--- config.mk ---
export PLATFORM = sky130hd
export DESIGN_NAME = fnd_scan_controller
export DESIGN_NICKNAME = d
export VERILOG_FILES = /design/src/rtl/fnd_scan_controller_pkg.sv /design/src/rtl/fnd_scan_controller_bin4_to_bcd.sv /design/src/rtl/fnd_scan_controller.sv
export SDC_FILE = /design/constraint.sdc
export NUM_CORES = 1
export LEC_CHECK = 0
export BUFFER_PORTS_ARGS = -buffer_cell sky130_fd_sc_hd__clkbuf_2
export CORE_UTILIZATION = 40
export CTS_CLUSTER_DIAMETER = 60
export CTS_CLUSTER_SIZE = 12
export DETAILED_ROUTE_END_ITERATION = 16
export GPL_TIMING_DRIVEN = 0
export PLACE_DENSITY = 0.67
export SETUP_SLACK_MARGIN = 0.3
export SLEW_MARGIN = 20
export SYNTH_ARGS = -nofsm -noshare
export SYNTH_HDL_FRONTEND = slang
export SYNTH_SLANG_ARGS = --single-unit
--- constraint.sdc ---
create_clock -name clk -period 3.7 [get_ports clk]
set_clock_uncertainty 0.2 [all_clocks]
set_input_delay 0.925 -clock clk [delete_from_list [all_inputs] [get_ports clk]]
set_output_delay 0.925 -clock clk [all_outputs]
set_load 0.02 [all_outputs]
--- src/rtl/fnd_scan_controller_pkg.sv ---
// fnd_scan_controller_pkg: shared constants, segment table and scan state encoding
package fnd_scan_controller_pkg;
  localparam logic [6:0] SEG_BLANK = 7'h00;
  localparam logic [3:0] COM_OFF = 4'b1111;
  localparam logic [6:0] SEG_LUT [10] = '{7'h3F, 7'h06, 7'h5B, 7'h4F, 7'h66,
                                          7'h6D, 7'h7D, 7'h07, 7'h7F, 7'h6F};
  typedef enum logic {S_SHOW, S_GUARD} state_t;
endpackage

--- src/rtl/fnd_scan_controller_bin4_to_bcd.sv ---
// bin4_to_bcd: splits a 4-bit binary value into tens/ones decimal digits
module bin4_to_bcd (
  input  logic [3:0] v,
  output logic [3:0] tens,
  output logic [3:0] ones
);
  always_comb begin
    tens = (v > 4'd9) ? 4'd1 : 4'd0;
    ones = (v > 4'd9) ? v - 4'd10 : v;
  end
endmodule

--- src/rtl/fnd_scan_controller.sv ---
// fnd_scan_controller: 4-digit multiplexed 7-segment driver showing two values as "AA BB"
module fnd_scan_controller
  import fnd_scan_controller_pkg::*;
#(
  parameter int SCAN_DIV  = 50000,
  parameter int GUARD_CYC = 500,
  parameter bit BLANK_LZ  = 1'b1
) (
  input  logic       clk,
  input  logic       rst,
  input  logic       en,
  input  logic       load_valid,
  output logic       load_ready,
  input  logic [3:0] val_a,
  input  logic [3:0] val_b,
  output logic [3:0] com,
  output logic [6:0] seg,
  output logic       frame_done
);
  localparam int CW = (SCAN_DIV > 1) ? $clog2(SCAN_DIV) : 1;
  localparam logic [CW-1:0] LAST = CW'(SCAN_DIV - 1);
  localparam logic [CW-1:0] SHOW_END = CW'(SCAN_DIV - GUARD_CYC);
  state_t state, state_nx;
  logic [CW-1:0] cnt, cnt_nx;
  logic [1:0] idx, idx_nx;
  logic [3:0] disp_a, disp_b, pend_a, pend_b;
  logic pend_flag, slot_end, accept, blank;
  logic [3:0] tens_a, ones_a, tens_b, ones_b, digit, com_nx;
  logic [6:0] seg_nx;
  bin4_to_bcd u_bcd_a (.v(disp_a), .tens(tens_a), .ones(ones_a));
  bin4_to_bcd u_bcd_b (.v(disp_b), .tens(tens_b), .ones(ones_b));
  assign slot_end = cnt == LAST;
  assign frame_done = en & slot_end & (idx == 2'd3);
  assign load_ready = ~pend_flag;
  assign accept = load_valid & ~pend_flag;
  always_comb begin
    cnt_nx = en ? (slot_end ? '0 : cnt + 1'b1) : '0;
    idx_nx = en ? idx + {1'b0, slot_end} : 2'd0;
    state_nx = (cnt_nx < SHOW_END) ? S_SHOW : S_GUARD;
    digit = (idx == 2'd3) ? tens_a : (idx == 2'd2) ? ones_a : (idx == 2'd1) ? tens_b : ones_b;
    // odd slots carry tens digits, the only ones eligible for blanking
    blank = BLANK_LZ & idx[0] & (digit == 4'd0);
    com_nx = (en && state == S_SHOW) ? ~(4'b0001 << idx) : COM_OFF;
    seg_nx = (en && state == S_SHOW && !blank) ? SEG_LUT[digit] : SEG_BLANK;
  end
  always_ff @(posedge clk or posedge rst)
    if (rst) begin
      cnt   <= '0;
      idx   <= 2'd0;
      state <= S_SHOW;
    end else begin
      cnt   <= cnt_nx;
      idx   <= idx_nx;
      state <= state_nx;
    end
  always_ff @(posedge clk or posedge rst)
    if (rst) begin
      disp_a    <= 4'd0;
      disp_b    <= 4'd0;
      pend_a    <= 4'd0;
      pend_b    <= 4'd0;
      pend_flag <= 1'b0;
      com       <= COM_OFF;
      seg       <= SEG_BLANK;
    end else begin
      com <= com_nx;
      seg <= seg_nx;
      if (frame_done && pend_flag) begin
        disp_a    <= pend_a;
        disp_b    <= pend_b;
        pend_flag <= 1'b0;
      end else if (accept) begin
        pend_a    <= val_a;
        pend_b    <= val_b;
        pend_flag <= 1'b1;
      end
    end
endmodule

==> implementation parameters <==
Parameter                              Value

Status
  Result of the run ... complete, no violations

Clock tree
  Level count of the clock H-tree ... 2
  Clock slew seen by the registers of the worst setup and hold paths ... 0.09 ns
  Number of buffers on the longest clock path ... 2
  Buffer type at the clock tree root ... sky130_fd_sc_hd__clkbuf_8
  Hold-fix buffers at CTS ... 0
  Clk Latency, worst-skew pair ... 0.31 ns
  Post_cts resized ... 0
  Post-CTS Setup Inserts ... 0
  Clock tree from TritonCTS ... done
  Number of sinks driven by the clock tree ... 47
  CTS Buf Count ... 5

Final layout
  Syn-to-layout area delta ... 13.3%
  Share of layout cells above drive strength 1 ... 0.278
  Antenna cell count ... 0
  Final net count ... 290
  Commonest cells after routing, fill and taps aside ... sky130_fd_sc_hd__dfrtp_1, sky130_fd_sc_hd__nor2_1, sky130_fd_sc_hd__clkbuf_2, sky130_fd_sc_hd__mux2_2, sky130_fd_sc_hd__nand2_1
  Most common cell after layout, fill and taps aside ... sky130_fd_sc_hd__dfrtp_1
  Number of fill cells ... 579

Yosys
  Asr flop ratio synth ... 1.00
  Post-Syn Nets ... 258
  EDFF count, synth ... 0
  Instance count of the mapped netlist ... 237
  Post-synthesis instance area ... 0.00249 mm²
  Synthesized area divided by synthesized cell count ... 10.5 µm²
  Number of warnings printed during yosys synthesis ... 0
  Share of synthesized area spent on multiplexers ... 0.0810
  Number of distinct library cells after synthesis ... 51
  Area leader, netlist ... sky130_fd_sc_hd__dfrtp_1
  XOR/XNOR share of the synthesized area ... 0.0528
  Largest family of logic cells by synthesized area ... simple AND/OR/NAND/NOR gates
  Main area contributors after synthesis ... sky130_fd_sc_hd__dfrtp_1, sky130_fd_sc_hd__mux2_2, sky130_fd_sc_hd__ha_1, sky130_fd_sc_hd__dfstp_2, sky130_fd_sc_hd__nor2_1
  Most frequently used flop master after synthesis ... sky130_fd_sc_hd__dfrtp_1
  Area fraction in compound gates after synthesis ... 0.109
  Adder-Cell Fraction of Synth Area ... 0.0493
  Simple logic cell fraction of the synthesized area ... 0.196
  Sequential cell area fraction in the yosys report ... 0.475
  FF+latch count, synth ... 47
  Top cell type's share of synthesized area ... 0.433

Min path
  Cell depth of the worst hold path ... 1
  HP Class ... reg -> reg
  End point of the worst hold path ... com[3]
  Start point of the worst hold path ... state

STA
  Slew Limit Fails ... 0
  Setup TNS Final ... 0 ns
  Fin crit share ... 0.813
  Count of final hold-check violations ... 0
  Slew at the pin closest to its max-slew limit ... 0.491 ns
  Worst Setup Slack, final ... 0.690 ns
  Setup repair after global routing missed its margin ... no
  Post-route minimum period ... 3.01 ns
  F_max ... 332 MHz
  Headroom to the max-slew limit ... 0.672
  Final count of negative-setup-slack endpoints ... 0

Worst setup path
  Reg-to-Reg Start ... idx[1]
  Setup slack, reg-to-reg ... 1.37 ns
  Worst R2R End ... seg[3]
  Number of cells on the worst reg-to-reg path ... 9
  Crit Path Class ... reg -> out
  Required time of the critical path ... 2.57 ns
  Category of the worst setup path launch point ... flip-flop
  Nature of the critical path endpoint ... output port
  Arrival time at the worst endpoint ... 1.88 ns
  Critical-path maximum fanout ... 6

Global routing
  Largest net degree at the start of global routing ... 31
  Wire length of the first global-routing pass ... 7470 µm
  Sum of overflow across all layers after global routing ... 0
  Global Route Usage Sum ... 0.149
  Number of antenna violations at the first check in global routing ... 0
  Vias in the first global route ... 1611

Route
  DRC errors left ... 0
  Post-DR wirelength/cell ... 13.0 µm
  Routed vias ... 1804
  Detailed router's first-iteration violation count ... 112
  Vias per std cell ... 5.23
  Count of TritonRoute iterations in the first routing pass ... 4
  Final WL ... 4490 µm
  Number of antenna-violating nets in the routed design ... 0

Placement
  Number of buffers added on ports ... 24
  Final weighted congestion of routability-driven global placement ... 0.851
  HPWL Detailed ... 3220 µm
  Setup slack at placement ... 0.898 ns

Floorplanning
  Floorplan Core Area ... 0.00596 mm²
  Num rows ... 28
  Vertical extent of the die ... 80.9 µm
  Initial core utilization ... 0.418
  Die W ... 80.9 µm
  Die Area ... 0.00654 mm²
  Number of I/O pins ... 25

Job
  Number of max-cap violations ... 0

Pwr
  VDD IR-drop max ... 0.225 mV
  Power density over the cells ... 329 mW/mm²
  Leakage power ... 1.29 nW
[sequential cells by signal (all words and copies together), names as in the netlist]
| signal | count |
|---|---|
| pend_flag | 1 |
| seg | 7 |
| idx | 2 |
| disp_b | 4 |
| cnt | 16 |
| disp_a | 4 |
| state | 1 |
| pend_a | 4 |
| pend_b | 4 |
| com | 4 |
[area by class of cell]
type,count,area (µm²),share of cell area
multi-input combinational,168,1210,0.431
clock buffer,5,68.8,0.0244
tap,75,93.8,0.0333
buffer,8,40.0,0.0142
sequential,47,1180,0.419
clock inverter,3,27.5,0.00977
inverter,14,52.6,0.0187
timing repair buffer,25,140,0.0497
[per-layer routing]
layer	vias to the layer above	global-route usage	routed length, µm	share of wire
met1	852	0.205	2240	0.50
met3	8	0.0315	202	0.045
met5	-	0	0	0
met2	41	0.225	1950	0.43
met4	0	0.0643	98	0.022
li1	903	-	-	-
[kinds of logic after synthesis]
| logic type | after synthesis |
|---|---|
| adders and majority gates | 10 |
| muxes | 18 |
| AOI/OAI and AO/OA | 38 |
| xor gates and xnor gates | 15 |
| DFF | 47 |
| and+or+nand+nor | 87 |
| buffers and inverters | 22 |
[worst max path at each step]
stage               slack, ns    from         end
floorplan                1.30  cnt[0]  frame_done
global placement         0.90     rst   pend_b[1]
detailed placement       0.90      en  frame_done
CTS                      0.67  cnt[0]  frame_done
global route             0.55  cnt[0]  frame_done
finish                   0.69  cnt[0]  frame_done
[report_power, final]
| part | switching (mW) | total, mW | internal (mW) | leakage (nW) |
|---|---|---|---|---|
| sequential | 0.00908 | 0.539 | 0.530 | 0.609 |
| combinational | 0.0315 | 0.0537 | 0.0222 | 0.632 |
| clock | 0.194 | 0.335 | 0.140 | 0.0467 |
| total | 0.235 | 0.928 | 0.693 | 1.29 |
[Yosys cell counts (2+ instances only)]
master,count
sky130_fd_sc_hd__and4_1,2
sky130_fd_sc_hd__ha_1,9
sky130_fd_sc_hd__o21a_1,2
sky130_fd_sc_hd__mux2_2,16
sky130_fd_sc_hd__xor2_1,9
sky130_fd_sc_hd__a21oi_1,10
sky130_fd_sc_hd__nor2b_1,7
sky130_fd_sc_hd__dfstp_2,4
sky130_fd_sc_hd__nor2_1,24
sky130_fd_sc_hd__o211ai_1,4
sky130_fd_sc_hd__nor3_1,7
sky130_fd_sc_hd__nand2_1,16
sky130_fd_sc_hd__dfrtp_1,43
sky130_fd_sc_hd__and2_1,4
sky130_fd_sc_hd__nand3b_1,2
sky130_fd_sc_hd__nand3_1,8
sky130_fd_sc_hd__and4b_1,2
sky130_fd_sc_hd__xnor2_1,6
sky130_fd_sc_hd__nand4_2,2
sky130_fd_sc_hd__buf_2,5
sky130_fd_sc_hd__clkbuf_1,2
sky130_fd_sc_hd__a21o_1,2
sky130_fd_sc_hd__and4bb_2,2
sky130_fd_sc_hd__o21ai_0,4
sky130_fd_sc_hd__inv_1,14
sky130_fd_sc_hd__a31oi_1,5
sky130_fd_sc_hd__or4_1,2
[stage by stage]
step           hold WS (ns)  power [mW]  cells  area [µm²]   util
6_report              0.277       0.928    345        2820  0.473
3_3_place_gp          0.261       0.600    336        2700  0.454
5_1_grt               0.298       0.967    345        2820  0.473
3_5_place_dp          0.255       0.605    337        2720  0.457
4_1_cts               0.278       0.942    345        2820  0.473
2_1_floorplan         0.240       0.582    237        2490      -
[worst max-delay path: stages, from the launching register on]
cell,delay (ns)
sky130_fd_sc_hd__dfrtp_1,0.45
sky130_fd_sc_hd__ha_1,0.31
sky130_fd_sc_hd__and4_2,0.26
sky130_fd_sc_hd__nand4_2,0.18
sky130_fd_sc_hd__nor2_4,0.18
sky130_fd_sc_hd__clkbuf_2,0.19
Note: power is estimated with default switching activity, not from simulation.
